File: config.mk
export PLATFORM = sky130hd
export DESIGN_NAME = iommu_wsi_irq_gen
export DESIGN_NICKNAME = d
export VERILOG_FILES = /design/src/rtl/iommu_wsi_irq_gen.sv
export SDC_FILE = /design/constraint.sdc
export NUM_CORES = 1
export LEC_CHECK = 0
export BUFFER_PORTS_ARGS = -buffer_cell sky130_fd_sc_hd__buf_2
export CORE_ASPECT_RATIO = 0.5
export CORE_MARGIN = 4
export CORE_UTILIZATION = 35
export CTS_CLUSTER_SIZE = 25
export DETAILED_ROUTE_END_ITERATION = 12
export PLACE_DENSITY = 0.52
export SLEW_MARGIN = 20
export SYNTH_ARGS = -nofsm -noshare
export SYNTH_HDL_FRONTEND = slang
export SYNTH_SLANG_ARGS = --single-unit
File: constraint.sdc
create_clock -name clk_i -period 3.55 [get_ports clk_i]
set_input_delay 0.5325 -clock clk_i [delete_from_list [all_inputs] [get_ports clk_i]]
set_output_delay 0.5325 -clock clk_i [all_outputs]
set_load 0.05 [all_outputs]
File: src/rtl/iommu_wsi_irq_gen.sv
// iommu_wsi_irq_gen: maps IOMMU interrupt causes onto PLIC wires in level or pulse mode
module iommu_wsi_irq_gen #(
    parameter int NumCauses   = 4,
    parameter int NumWires    = 4,
    parameter int VecWidth    = 4,
    parameter int PulseCycles = 8,
    parameter int GapCycles   = 2
) (
    input  logic                          clk_i,
    input  logic                          rst_i,
    input  logic                          wsi_en_i,
    input  logic                          pulse_mode_i,
    input  logic [NumCauses-1:0]          cause_pend_i,
    input  logic [NumCauses-1:0]          cause_ie_i,
    input  logic [NumCauses*VecWidth-1:0] cause_vec_i,
    output logic [NumWires-1:0]           wire_o,
    output logic                          busy_o
);
    localparam int MaxCyc = PulseCycles > GapCycles ? PulseCycles : GapCycles;
    localparam int CW = $clog2(MaxCyc + 1);
    localparam logic [VecWidth-1:0] Mask = VecWidth'(NumWires - 1);
    localparam logic [CW-1:0] PLoad = CW'(PulseCycles - 1);
    localparam logic [CW-1:0] GLoad = CW'(GapCycles - 1);
    typedef enum logic [1:0] {IDLE, PULSE, GAP} state_t;
    logic [NumCauses-1:0] act, hist_q, rise;
    logic [NumWires-1:0]  req, trig, rt_q, rt_n, pulse_n, busy_n;
    state_t               st_q [NumWires];
    state_t               st_n [NumWires];
    logic [CW-1:0]        cnt_q [NumWires];
    logic [CW-1:0]        cnt_n [NumWires];
    logic                 mode_q, clr;
    assign act  = cause_pend_i & cause_ie_i;
    assign rise = act & ~hist_q;
    assign clr  = ~wsi_en_i | (pulse_mode_i != mode_q);
    // route each cause's level and rising edge to the wire selected by its vector modulo NumWires
    always_comb begin
        req  = '0;
        trig = '0;
        for (int c = 0; c < NumCauses; c++)
            for (int w = 0; w < NumWires; w++)
                if ((cause_vec_i[c*VecWidth +: VecWidth] & Mask) == VecWidth'(w)) begin
                    req[w]  = req[w] | act[c];
                    trig[w] = trig[w] | rise[c];
                end
    end
    // per-wire pulse FSM next state; disable, mode switch and level mode hold every FSM idle
    always_comb begin
        rt_n = rt_q;
        for (int w = 0; w < NumWires; w++) begin
            st_n[w]  = st_q[w];
            cnt_n[w] = cnt_q[w];
            if (clr || !pulse_mode_i) begin
                st_n[w]  = IDLE;
                cnt_n[w] = '0;
                rt_n[w]  = 1'b0;
            end else if (st_q[w] == IDLE) begin
                st_n[w]  = trig[w] ? PULSE : IDLE;
                cnt_n[w] = trig[w] ? PLoad : cnt_q[w];
            end else begin
                rt_n[w] = rt_q[w] | trig[w];
                if (cnt_q[w] != '0) begin
                    cnt_n[w] = cnt_q[w] - CW'(1);
                end else if (st_q[w] == PULSE) begin
                    st_n[w]  = GAP;
                    cnt_n[w] = GLoad;
                end else if (rt_q[w] || trig[w]) begin
                    st_n[w]  = PULSE;
                    cnt_n[w] = PLoad;
                    rt_n[w]  = 1'b0;
                end else begin
                    st_n[w] = IDLE;
                end
            end
            pulse_n[w] = st_n[w] == PULSE;
            busy_n[w]  = st_n[w] != IDLE;
        end
    end
    // register FSM state, edge history, mode and the wire outputs
    always_ff @(posedge clk_i) begin
        if (rst_i) begin
            mode_q <= 1'b0;
            hist_q <= '0;
            rt_q   <= '0;
            wire_o <= '0;
            busy_o <= 1'b0;
            for (int w = 0; w < NumWires; w++) begin
                st_q[w]  <= IDLE;
                cnt_q[w] <= '0;
            end
        end else begin
            mode_q <= pulse_mode_i;
            hist_q <= clr ? '0 : act;
            rt_q   <= rt_n;
            wire_o <= clr ? '0 : pulse_mode_i ? pulse_n : req;
            busy_o <= |busy_n;
            for (int w = 0; w < NumWires; w++) begin
                st_q[w]  <= st_n[w];
                cnt_q[w] <= cnt_n[w];
            end
        end
    end
endmodule

== Yosys cells after proc, flatten, opt, wreduce, memory -nomap -nowiden ==
Memory sizes are Yosys's and may differ from the RTL's.
Index checks and enable logic that the tools add are counted.
Widths: inputs -> output; s select.

* Register bits after elaboration: 14
* RAM bits: 24
* Output and inout bits: 5
* Memories kept: 2

* Add/sub/neg operators: 4
* Equal/unequal tests: 21
* Multiplexer cells: 104
* Bitwise logic cells: 41
* Reductions and logical operators: 25

{| class="wikitable"
|+ Memory list
! memory !! depth !! width !! read ports !! clocked after Yosys merged registers in !! write ports !! line !! text
|-
| cnt_q || 4 || 4 || 4 || 0 || 4 || 29 || <nowiki>logic [CW-1:0] cnt_q [NumWires];</nowiki>
|-
| st_q || 4 || 2 || 4 || 0 || 4 || 27 || <nowiki>state_t st_q [NumWires];</nowiki>
|}

{| class="wikitable"
|+ Operators by type and width
! kind !! number
|-
| $mux 4 || 29
|-
| $mux 1 || 55
|-
| $mux 2 || 20
|-
| $or 1x1->1 || 37
|-
| $eq 2x1->1 const B || 12
|-
| $eq 2x2->1 const B || 8
|-
| $logic_not 4->1 || 4
|-
| $reduce_bool 4->1 || 4
|-
| $sub 4x1->4 const B || 4
|-
| $and 4x4->4 || 2
|-
| $logic_not 2->1 || 4
|-
| $reduce_bool 2->1 || 4
|-
| $logic_or 1x1->1 || 5
|-
| $not 4->4 || 1
|-
| $reduce_or 2->1 || 2
|-
| $reduce_or 4->1 || 1
|-
| $logic_not 1->1 || 1
|-
| $ne 1x1->1 || 1
|-
| $not 1->1 || 1
|}

== Logic depth before layout (Yosys ltp) ==
* Depth after elaboration: 17
* Depth in mapped cells: 8

== Worst setup path after synthesis ==
No wires, ideal clock.

* Path type: reg-to-reg
* From: memory cnt_q[1][0] in the netlist's numbering
* To: register busy_o
* Library setup time: 127 ps
* Arrival: 1,587 ps
* Slack: 1,836 ps
* Cell stages (with the launch flop): 9
* Path buffers: 0
* Cell sequence: dfxtp_1 -> inv_1 -> ha_1 -> nor3b_4 -> inv_2 -> nor4_4 -> nor2_1 -> o41ai_2 -> a31oi_1

{| class="wikitable"
|+ RTL lines
! what !! line !! text
|-
| start: declaration || 29 ||
|-
| end signal: assignment || 95 || <nowiki>busy_o <= |busy_n;</nowiki>
|-
| end: declaration || 17 || <nowiki>output logic busy_o</nowiki>
|}

==> key figures <==
Outcome
  – Outcome: finished clean

Critical path
  – Startpoint types: flop
  – Worst R2R Start: cnt_q[1][0]$_SDFFE_PP0P_
  – Worst setup path startpoint: cnt_q[1][0]$_SDFFE_PP0P_
  – Flop-to-flop setup slack: about 1.6 ns
  – Element type at the critical path end: flop
  – Worst-path fanout max: 6
  – Reg2Reg Depth: 8
  – CP Class: reg2reg
  – WP data arrival: 2.13 ns
  – Req. time, crit path: between 3 and 4 ns
  – Worst setup endpoint: busy_o$_SDFF_PP0_
  – Critical R2R Capture: busy_o$_SDFF_PP0_

Synthesis
  – Avg Cell Area, Syn: approximately 8.1 um2
  – #FFs+latches synth: 38
  – Ys async rst share: 0
  – Most common flop cell mapped by yosys: dfxtp_1
  – Total number of yosys warnings: 0
  – Post-synth EDFFs: 0
  – Synth cell types: 60
  – Post-synthesis cell area: 2160 um2
  – Sequential fraction of the synthesis area: 0.353
  – Post-synth net total: 298
  – Post-synthesis instance total: 266

Timing
  – Hold Violations, Final: 0
  – Max-slew headroom: 0.478
  – Setup WS post-layout: 1.56 ns
  – Max Slew Vio Count: 0
  – Setup total negative slack: 0 ns
  – Final Setup Violations: 0
  – Post-route minimum period: 1.99 ns
  – Least-Margin Pin Slew: 0.780 ns
  – RSZ-0062 raised after global routing: no
  – Final period utilization: 0.560
  – Clock Skew: 0.00325 ns
  – Fmax achieved: ~0.50 GHz

Cells and area
  – Multi-input gate area: 1310 um2
  – P&R area growth vs syn: 15.6%
  – Final core utilization: 0.435
  – FF/Latch Area: 761 um2
  – Layout fillers: 599
  – Ratio of cells with drive above 1 in the final layout: 0.165
  – Nets: roughly 320
  – Ant diodes: 0

Run
  – Maxcap violations: 0

Power and ir drop
  – VDD IR max: approximately 200 uV
  – Pleak: 1.00 nW
  – Power per standard cell area: 385 nW/um2

CTS
  – Postcts setup bufs: 0
  – Worst skew pair latency: 0.27 ns
  – H-Tree Level Count: 2
  – CTS root buffer: clkbuf_16
  – Hold buffer count at CTS: 0
  – CTS tree: yes
  – Clock-pin slew of the registers on the worst-case setup and hold paths: roughly 0.050 ns
  – CTS max path bufs: 2
  – Total CTS buffers: 5
  – Clock sink count: 38
  – Post-CTS resize count: 0

Detailed routing
  – Via count: about 2000
  – DRT Pass-1 Iters: 4
  – Vias per std cell: 5.22
  – Routed WL per cell: around 14 um
  – Drt initial violations: 75
  – Drt drc: 0
  – Final ANT Viol Nets: 0
  – DRT Wirelength: 5.08 mm

Global routing
  – Initial antenna violation count: 0
  – Routing usage on met1: 0.198
  – Gr busiest metal: met2
  – Pin count of the biggest net entering global routing: 20
  – Global-route usage over all layers: 0.140
  – Grt ovf: 0
  – Vias in the first global route: 1870
  – Global-route wire length before repair: between 8 and 9 mm
  – Met3 Use GR: 0.0304
  – Met2 Use GR: 0.213

Die
  – Ports: 33
  – Initial Util: 0.377
  – Die W: approximately 120 um
  – Die ar.: 7560 um2
  – Core area: between 5000 and 6000 um2
  – Row count: 19
  – Chip height: 63.5 um

Placement
  – Port Buffers: 24
  – Post-DP HPWL: 3.82 mm
  – Routability cong.: roughly 0.86
  – Pre-CTS WS: ~1.5 ns

Worst hold path
  – WHS Path Cells: 2
  – Hold Path Origin: cnt_q[3][1]$_SDFFE_PP0P_
  – Min-delay worst type: reg2reg
-- cell families (layout without fill, tap and decap cells) --
logic type                 count (synthesis)  in the layout  share of synthesized area
AOI/OAI and AO/OA                         77             77                      0.253
muxes                                      3              3                     0.0139
adders and majority gates                  4              4                     0.0232
buffers and inverters                     20             45                     0.0389
xor gates and xnor gates                   1              1                    0.00406
and+or+nand+nor                          123            123                      0.314
DFF                                       38             38                      0.353
-- layout by cell type, fill, tap and decap left out, types with 7 or more instances in the layout --
| cell | instances |
|---|---|
| a21oi_1 | 14 |
| nor2_1 | 47 |
| dfxtp_1 | 38 |
| buf_2 | 24 |
| nor3_1 | 9 |
| inv_1 | 13 |
| o21ai_0 | 11 |
| nor2b_1 | 7 |
| nand2_1 | 18 |
| o22ai_1 | 8 |
-- routing by layer --
layer / vias to the layer above / part of all wire
li1: 1015 / -
met1: 909 / 0.53
met2: 31 / 0.43
met3: 2 / 0.042
met4: 0 / 0.0051
met5: - / 0
-- report_power, final --
part | switching [mW] | internal (mW) | leakage (nW)
logic | 0.0583 | 0.0375 | 0.627
clock network | 0.160 | 0.271 | 0.0688
registers | 0.00236 | 0.430 | 0.307
total | 0.221 | 0.739 | 1.00
-- sequential cells by signal, indices dropped and copies added, names as in the netlist --
register / cells
busy_o: 1
cnt_q: 16
hist_q: 4
mode_q: 1
rt_q: 4
st_q: 8
wire_o: 4
-- cells in the mapped netlist (all sizes together) (4+ instances only) --
| library cell | instances | area [um2] |
|---|---|---|
| a21oi | 14 | 70.1 |
| ha | 4 | 50.1 |
| inv | 15 | 56.3 |
| dfxtp | 38 | 761 |
| nand2 | 18 | 67.6 |
| nor3b | 7 | 78.8 |
| nor2b | 7 | 43.8 |
| nand2b | 5 | 33.8 |
| o22ai | 10 | 75.1 |
| nand3b | 5 | 50.1 |
| nand3 | 6 | 35.0 |
| or2 | 8 | 50.1 |
| nor3 | 9 | 45.0 |
| o32ai | 6 | 52.6 |
| o21ai | 17 | 85.1 |
| nor2 | 47 | 176 |
-- worst min-delay path by stage --
stage                                    end
floorplan           cnt_q[3][1]$_SDFFE_PP0P_
global placement    cnt_q[3][1]$_SDFFE_PP0P_
detailed placement  cnt_q[3][1]$_SDFFE_PP0P_
CTS                 cnt_q[3][1]$_SDFFE_PP0P_
global route               mode_q$_SDFF_PP0_
finish              cnt_q[3][1]$_SDFFE_PP0P_
-- per-stage QoR --
stage	cell area [um2]	total power, mW	instances	hold WS, ns
after floorplan	2160	0.504	266	0.447
after global routing	2490	1.01	375	0.518
after detailed placement	2350	0.537	369	0.483
after CTS	2490	0.972	375	0.491
final	2490	0.960	375	0.488
after global placement	2350	0.536	369	0.467
-- final cells by class --
cell class	instances	area share
Inverter	15	0.0226
Clock buffer	6	0.0557
Sequential cell	38	0.305
Multi-Input combinational cell	208	0.526
Timing Repair Buffer	24	0.0482
Tap cell	84	0.0421
-- critical path, cell delays in order (launching register included) --
cell     delay [ns]
dfxtp_1        0.35
inv_1          0.07
ha_1           0.17
nor3b_4        0.36
inv_2          0.11
nor4_4         0.27
nor2_1         0.09
o41ai_2        0.31
a31oi_1        0.13
No activity file was read; power rests on OpenSTA's default activity.
